--- config.mk ---
export PLATFORM = sky130hd
export DESIGN_NAME = program_loader
export DESIGN_NICKNAME = d
export VERILOG_FILES = /design/src/rtl/cpu_loader_pkg.sv /design/src/rtl/program_loader.sv
export SDC_FILE = /design/constraint.sdc
export NUM_CORES = 1
export LEC_CHECK = 0
export BUFFER_PORTS_ARGS = -buffer_cell sky130_fd_sc_hd__clkbuf_2
export CAP_MARGIN = 20
export CORE_ASPECT_RATIO = 1.2
export CORE_MARGIN = 8
export CORE_UTILIZATION = 50
export CTS_CLUSTER_DIAMETER = 200
export DETAILED_ROUTE_END_ITERATION = 10
export GPL_ROUTABILITY_DRIVEN = 0
export GPL_TIMING_DRIVEN = 0
export PLACE_DENSITY = 0.7
export SLEW_MARGIN = 20
export SYNTH_ARGS = -nofsm -noshare
export SYNTH_HDL_FRONTEND = slang
export SYNTH_SLANG_ARGS = --single-unit
--- constraint.sdc ---
create_clock -name clk -period 2.75 [get_ports clk]
set_clock_uncertainty 0.05 [all_clocks]
set_input_delay 0 -clock clk [delete_from_list [all_inputs] [get_ports clk]]
set_output_delay 0 -clock clk [all_outputs]
set_load 0.1 [all_outputs]
--- src/rtl/cpu_loader_pkg.sv ---
`default_nettype none
// ============================================================================
// Module      : cpu_loader_pkg
// Description : Shared types and constants for the CPU program loader and the
//               CPU top level. Holds the loader state encoding, the default
//               frame constants and the instruction/data address widths.
// Revision    : 1.0 - initial release
// ============================================================================
package cpu_loader_pkg;

   // Default frame constants
   localparam logic [7:0] DEF_HEADER    = 8'hA5;
   localparam int         DEF_MAX_INSTR = 32;
   localparam int         DEF_MAX_DATA  = 16;

   // CPU memory address widths
   localparam int INSTR_ADDR_W = 5;
   localparam int DATA_ADDR_W  = 4;

   // Index/count width: one bit wider than the instruction address so that a
   // full 32-byte instruction section can be counted without wrapping.
   localparam int IDX_W = INSTR_ADDR_W + 1;

   typedef enum logic [2:0] {
      HUNT  = 3'd0,
      ICNT  = 3'd1,
      INSTR = 3'd2,
      DCNT  = 3'd3,
      DATA  = 3'd4,
      CHECK = 3'd5,
      DONE  = 3'd6,
      ERROR = 3'd7
   } state_t;

endpackage
`default_nettype wire

--- src/rtl/program_loader.sv ---
`default_nettype none
// ============================================================================
// Module      : program_loader
// Description : Byte-stream program loader. Parses frames of the form
//               HEADER, N, N instruction bytes, M, M data bytes, CHK and
//               writes the payload into the CPU through its load port. The
//               CPU is held in reset until a frame with a good checksum has
//               been completely written.
// Ports       : clk            - clock
//               reset          - asynchronous reset, active low
//               in_data        - stream byte
//               in_valid       - in_data is valid
//               in_ready       - loader accepts a byte (1 whenever out of reset)
//               cpu_input      - byte to the CPU load port
//               load_address   - CPU load address (bit 4 = 0 for data bytes)
//               load           - one-cycle write strobe
//               is_instruction - 1 = instruction memory, 0 = data memory
//               cpu_hold       - drives the CPU's active-high reset
//               done           - last frame loaded with a good checksum
//               error          - last frame aborted or failed its checksum
// Revision    : 1.0 - initial release
// ============================================================================
module program_loader
   import cpu_loader_pkg::*;
#(
   parameter logic [7:0] HEADER    = DEF_HEADER,
   parameter int         MAX_INSTR = DEF_MAX_INSTR,
   parameter int         MAX_DATA  = DEF_MAX_DATA
) (
   input  logic                    clk,
   input  logic                    reset,
   input  logic [7:0]              in_data,
   input  logic                    in_valid,
   output logic                    in_ready,
   output logic [7:0]              cpu_input,
   output logic [INSTR_ADDR_W-1:0] load_address,
   output logic                    load,
   output logic                    is_instruction,
   output logic                    cpu_hold,
   output logic                    done,
   output logic                    error
);

   localparam logic [7:0] MAX_I = 8'(MAX_INSTR);
   localparam logic [7:0] MAX_D = 8'(MAX_DATA);

   state_t                  state, state_nxt;
   logic [IDX_W-1:0]        idx, idx_nxt;
   logic [IDX_W-1:0]        cnt, cnt_nxt;
   logic [7:0]              sum, sum_nxt;
   logic [7:0]              cpu_input_nxt;
   logic [INSTR_ADDR_W-1:0] load_address_nxt;
   logic                    load_nxt;
   logic                    is_instruction_nxt;
   logic                    cpu_hold_nxt;
   logic                    done_nxt;
   logic                    error_nxt;

   logic                    accept;
   logic [IDX_W-1:0]        idx_inc;
   logic                    last_byte;

   assign accept    = in_valid & in_ready;
   assign idx_inc   = idx + IDX_W'(1);
   assign last_byte = (idx_inc == cnt);

   // ------------------------------------------------------------------------
   // State and output registers
   // ------------------------------------------------------------------------
   always_ff @(posedge clk or negedge reset) begin
      if (!reset) begin
         state          <= HUNT;
         idx            <= '0;
         cnt            <= '0;
         sum            <= '0;
         cpu_input      <= '0;
         load_address   <= '0;
         load           <= 1'b0;
         is_instruction <= 1'b0;
         cpu_hold       <= 1'b1;
         done           <= 1'b0;
         error          <= 1'b0;
         in_ready       <= 1'b0;
      end else begin
         state          <= state_nxt;
         idx            <= idx_nxt;
         cnt            <= cnt_nxt;
         sum            <= sum_nxt;
         cpu_input      <= cpu_input_nxt;
         load_address   <= load_address_nxt;
         load           <= load_nxt;
         is_instruction <= is_instruction_nxt;
         cpu_hold       <= cpu_hold_nxt;
         done           <= done_nxt;
         error          <= error_nxt;
         // The loader never back-pressures once out of reset.
         in_ready       <= 1'b1;
      end
   end

   // ------------------------------------------------------------------------
   // Next-state and output logic
   // ------------------------------------------------------------------------
   always_comb begin
      state_nxt          = state;
      idx_nxt            = idx;
      cnt_nxt            = cnt;
      sum_nxt            = sum;
      cpu_input_nxt      = cpu_input;
      load_address_nxt   = load_address;
      load_nxt           = 1'b0;
      is_instruction_nxt = is_instruction;
      cpu_hold_nxt       = cpu_hold;
      done_nxt           = done;
      error_nxt          = error;

      if (accept) begin
         case (state)
            HUNT, DONE, ERROR: begin
               if (in_data == HEADER) begin
                  state_nxt    = ICNT;
                  done_nxt     = 1'b0;
                  error_nxt    = 1'b0;
                  cpu_hold_nxt = 1'b1;
                  sum_nxt      = '0;
                  idx_nxt      = '0;
               end
            end

            ICNT: begin
               if ((in_data == 8'd0) || (in_data > MAX_I)) begin
                  state_nxt = ERROR;
                  error_nxt = 1'b1;
               end else begin
                  cnt_nxt   = in_data[IDX_W-1:0];
                  sum_nxt   = sum + in_data;
                  state_nxt = INSTR;
               end
            end

            INSTR: begin
               load_nxt           = 1'b1;
               is_instruction_nxt = 1'b1;
               load_address_nxt   = idx[INSTR_ADDR_W-1:0];
               cpu_input_nxt      = in_data;
               sum_nxt            = sum + in_data;
               if (last_byte) begin
                  idx_nxt   = '0;
                  state_nxt = DCNT;
               end else begin
                  idx_nxt = idx_inc;
               end
            end

            DCNT: begin
               if (in_data > MAX_D) begin
                  state_nxt = ERROR;
                  error_nxt = 1'b1;
               end else if (in_data == 8'd0) begin
                  state_nxt = CHECK;
               end else begin
                  cnt_nxt   = in_data[IDX_W-1:0];
                  sum_nxt   = sum + in_data;
                  state_nxt = DATA;
               end
            end

            DATA: begin
               load_nxt           = 1'b1;
               is_instruction_nxt = 1'b0;
               // Data memory is narrower; upper address bits are forced to 0.
               load_address_nxt   = {{(INSTR_ADDR_W-DATA_ADDR_W){1'b0}},
                                     idx[DATA_ADDR_W-1:0]};
               cpu_input_nxt      = in_data;
               sum_nxt            = sum + in_data;
               if (last_byte) begin
                  idx_nxt   = '0;
                  state_nxt = CHECK;
               end else begin
                  idx_nxt = idx_inc;
               end
            end

            CHECK: begin
               if (in_data == sum) begin
                  state_nxt    = DONE;
                  done_nxt     = 1'b1;
                  cpu_hold_nxt = 1'b0;
               end else begin
                  // cpu_hold stays asserted so a partial image never runs.
                  state_nxt = ERROR;
                  error_nxt = 1'b1;
               end
            end

            default: state_nxt = HUNT;
         endcase
      end
   end

endmodule
`default_nettype wire

* After elaboration in Yosys (flattened, before gate mapping)
Cells that the tools add are included.
Word-level totals: output and inout bits 19, register bits 42, word-level logic and storage cells 90
Operators by class: add/subtract/negate cells 2, order comparisons 2, reduce and logical (&&, ||, !) cells 19, bitwise operators 1, equal/unequal tests 20, mux-type cells 34
Operators by type and width (number):
- two-way mux 8 bit | 4
- case mux 8 bit (4 select lines) | 1
- two-way mux 6 bit | 5
- case mux 6 bit (2 select lines) | 2
- != test 2 bit (second input constant) | 10
- case mux 3 bit (6 select lines) | 1
- == test 3 bit (second input constant) | 4
- two-way mux 3 bit | 4
- AND reduction 6 bit | 2
- two-way mux 1 bit | 11
- case mux 5 bit (2 select lines) | 1
- adder 8 bit | 1
- == test 8 bit | 1
- == test 8 bit (second input constant) | 1
- greater-than comparator 8 x 5 -> 1 bit (second input constant) | 1
- greater-than comparator 8 x 6 -> 1 bit (second input constant) | 1
- logical NOT 8 bit | 1
- AND reduction 4 bit | 2
- nonzero test 2 bit | 4
- nonzero test 4 bit | 2
- adder 6 x 1 -> 6 bit (second input constant) | 1
- == test 3 x 2 -> 1 bit (second input constant) | 2
- == test 6 bit | 1
- case mux 1 bit (2 select lines) | 3
- 11 further kinds | 12

* Longest topological paths before layout
depth in word-level cells 4, depth in mapped cells 8, gate-level depth less buffers 8

* Least setup slack after synthesis
OpenSTA, ideal clock, no wires.
path type flip-flop to flip-flop, from register in_ready, to register cpu_input[0], cell stages (with the launch flop) 5, library setup time 0.125 ns, arrival 2.285 ns, clock period less this slack 2.461 ns, path slack 0.289 ns, cells stage by stage dfrtp_1 > nand2_1 > nor3b_2 > clkbuf_1 > mux2_2
Between the ends: word-level cells in the longest chain between the ends 2
Ends and longest elaborated chain:
- start, declared | RTL line program_loader.sv:34 | output logic in_ready,
- start signal, assigned | RTL line program_loader.sv:83 | in_ready <= 1'b0;
- start signal, assigned | RTL line program_loader.sv:97 | in_ready <= 1'b1;
- AND 1 bit | RTL line program_loader.sv:63 | assign accept = in_valid & in_ready;
- AND reduction 2 bit (no source line)
- end signal, assigned | RTL line program_loader.sv:89 | cpu_input <= cpu_input_nxt;
- end, declared | RTL line program_loader.sv:35 | output logic [7:0] cpu_input,
No other way between the ends. A chain may end at the register's enable or synchronous reset.

* Worst setup path after layout
from input in_data[0], to register sum[3]
Between the ends: word-level cells in the longest chain between the ends 4
Ends and longest elaborated chain:
- start, declared | RTL line program_loader.sv:32 | input logic [7:0] in_data,
- adder 8 bit (tied with other cells)
- two-way mux 8 bit / logical OR 1 bit (equally long branches) | RTL line program_loader.sv:159, program_loader.sv:131
- two-way mux 8 bit / != test 2 bit (equally long branches)
- case mux 8 bit (4 select lines) / AND reduction 6 bit (equally long branches)
- end signal, assigned | RTL line program_loader.sv:88 | sum <= sum_nxt;
- end, declared | RTL line program_loader.sv:50 | logic [7:0] sum, sum_nxt;
Several ways; a longest one is shown, not always the timed one. The select of a mux whose other input is x is not followed.

==> flow_metrics.tcl <==
set metrics [dict create \
    status "completed" \
    ys_seq_area_share_pct 42.5 \
    p_per_area_mw_per_mm2 1270 \
    synthAdderAreaFrac_pct 4.85 \
    clockBufferDepth 2 \
    synthTopCellsByArea "dfrtp_1 41%, mux2_2 7.3%, ha_1 4.0%, o21ai_0 3.6%, mux2_4 3.6%" \
    synth_edf_count 0 \
    hp-start "in_data[1]" \
    grt_pass1_wl_mm 9.62 \
    synthSimpleGateAreaFrac_pct 14.9 \
    required_ns 2.88 \
    grt_setup_unrepaired "false" \
    synthXorXnorAreaFrac_pct 5.65 \
    tightest_slew_ns 0.668 \
    antenna_found_initial 0 \
    post_dp_cell_area_mm2 0.00269 \
    dieArea_mm2 0.00748 \
    grt_start_max_net_pins 43 \
    clk_latency_ns 0.30 \
    setup.worst_path.class "in2reg" \
    stdcell_count 347 \
    dp_hpwl_mm 3.88 \
    ys.flop_type "dfrtp_1" \
    yosys-top-cells-count "41 x dfrtp_1, 18 x nand2_1, 18 x o21ai_0" \
    routed_via_density 5.62 \
    grt_usage_pct 15.9 \
    netlist_instances 246 \
    tns_ns 0 \
    post-place-cells 334 \
    yosysMostFrequentCell "dfrtp_1" \
    slew_headroom_pct 55.0 \
    ant_nets 0 \
    port_buffers 28 \
    finalHoldViolations 0 \
    cp_max_fo 8 \
    nets 306 \
    maxSlewViolCount 0 \
    cts_tree "built" \
    synth_area_mm2 0.00248 \
    remaining_drc_errors 0 \
    area_growth_pct 14.5 \
    die_y_um 93.1 \
    multi_input_area_mm2 0.00133 \
    grt_overflow 0 \
    period_share_pct 89.5 \
    initial_utilization_pct 50.9 \
    ys_async_sr_fraction_pct 100 \
    r2r-start "state[2]" \
    ys_ff_latch 42 \
    grt_pass1_vias 2057 \
    drive_above_1_share_pct 24.4 \
    critPathLaunchType "input port" \
    dr.pass1.iters 4 \
    row_count 28 \
    p_leak_uw 0.00128 \
    via_count 1950 \
    cts_max_level 2 \
    setup_viol 0 \
    worstPathArrival_ns 2.59 \
    diodes 0 \
    fin_crit_ns 2.46 \
    routed_wl_mm 5.37 \
    synthDistinctLibCells 55 \
    cts_sinks 42 \
    synthMuxAreaShare_pct 12.1 \
    final_cell_area_mm2 0.00284 \
    synth_area_per_cell_um2 10.1 \
    cts_buffers 5 \
    n_fill_cell 446 \
    drtIter0Drc 131 \
    crit_path_start "in_data[0]" \
    cts_setup_buffers 0 \
    synth_compound_area_share_pct 16.2 \
    critPathCaptureType "flop" \
    die_w_um 80.3 \
    pin_count 30 \
    wl_per_cell_um 15.5 \
    yosysWarnings 0 \
    cap_viol_max_count 0 \
    cts-root-buf "clkbuf_8" \
    yosysTopAreaCell "dfrtp_1" \
    ir_drop_mv 0.932 \
    core_area_mm2 0.00487 \
    timing.fmax_mhz 406 \
    hold_path.class "in2reg" \
    ctsHoldBuffers 5 \
    synth_top_family_by_area "compound AO/OA/AOI/OAI gates" \
    clk_pin_slew_worst_paths_ns 0.09 \
    yosysTopAreaCellShare_pct 41.4 \
    regArea_mm2 0.00105 \
    synth_nets 266 \
    power_uw 3590 \
    ctsResizeCount 0 \
]
==> metrics by stage <==
stage          utilization [%]  hold slack, ns  setup WS (ns)
6_report                  58.3         0.00481          0.289
5_1_grt                   58.3          0.0106          0.115
4_1_cts                   58.2        0.000538          0.313
3_5_place_dp              55.3           0.185          0.334
3_3_place_gp              55.3           0.183          0.302
2_1_floorplan                -          -0.346          0.289
==> area by class of cell <==
class	instances	share of cell area, %
buffer	12	1.94
clock buffer	5	2.42
sequential	42	37.1
multi-input combinational	182	47.0
tap	60	2.64
inverter	10	1.32
clock inverter	3	0.837
timing repair buffer	33	6.79
==> per-layer routing <==
layer / up-vias / track usage (%) / share of wire (%)
met5: - / 0 / 0
met4: 0 / 4.71 / 0.76
met2: 36 / 27.3 / 52
li1: 967 / - / -
met1: 942 / 19.1 / 44
met3: 5 / 3.74 / 3.5
==> registers in the layout, summed over array words and instances (netlist names), 3 cells and up <==
register / cells
load_address: 5
state: 3
idx: 6
cpu_input: 8
sum: 8
cnt: 6
==> worst paths after layout <==
kind	slack (ns)	cells after the start	to
max in group asynchronous	2.11	2	cpu_hold
worst min register to register	0.46	1	load_address[1]
worst max-delay path	0.29	9	sum[3]
worst max register to register	0.29	8	sum[3]
min in group asynchronous	0.18	2	sum[1]
worst min-delay path	0.005	2	cnt[1]
==> cells in the final DEF (no fill, tap or decap), drive strengths merged, types with 5 or more instances in the layout <==
cell	count
nor2	13
nand3	8
buf	5
xnor2	9
a31oi	5
clkbuf	40
inv	11
dfrtp	41
nor3	6
a21oi	14
ha	8
mux2	22
xor2	7
nand2	18
a22o	5
dlygate4sd3	5
o21ai	19
==> worst max-delay path: stages <==
cell and delay (ns):
dlygate4sd3_1 0.54, clkbuf_2 0.15, or4_4 0.56, nor2_1 0.26, nor4_4 0.08, o21ai_2 0.31, or2_1 0.15, buf_2 0.20
mux2_2 0.35
==> where the power goes <==
part / switching (uW) / internal [uW] / total (uW)
clock network: 232 / 182 / 413
logic: 1490 / 651 / 2150
registers: 173 / 862 / 1030
==> logic make-up (layout without fill, tap and decap cells) <==
| group | count (synthesis) | count (layout) |
|---|---|---|
| AND/OR/NAND/NOR | 68 | 68 |
| AO/OA/AOI/OAI | 63 | 63 |
| flip-flops | 42 | 42 |
| multiplexers | 25 | 25 |
| buffers and inverters | 22 | 63 |
| XOR/XNOR | 16 | 16 |
| adder cells (fa/ha/maj) | 9 | 9 |
| other | 1 | 1 |
Power figures use the tool's default switching activity.
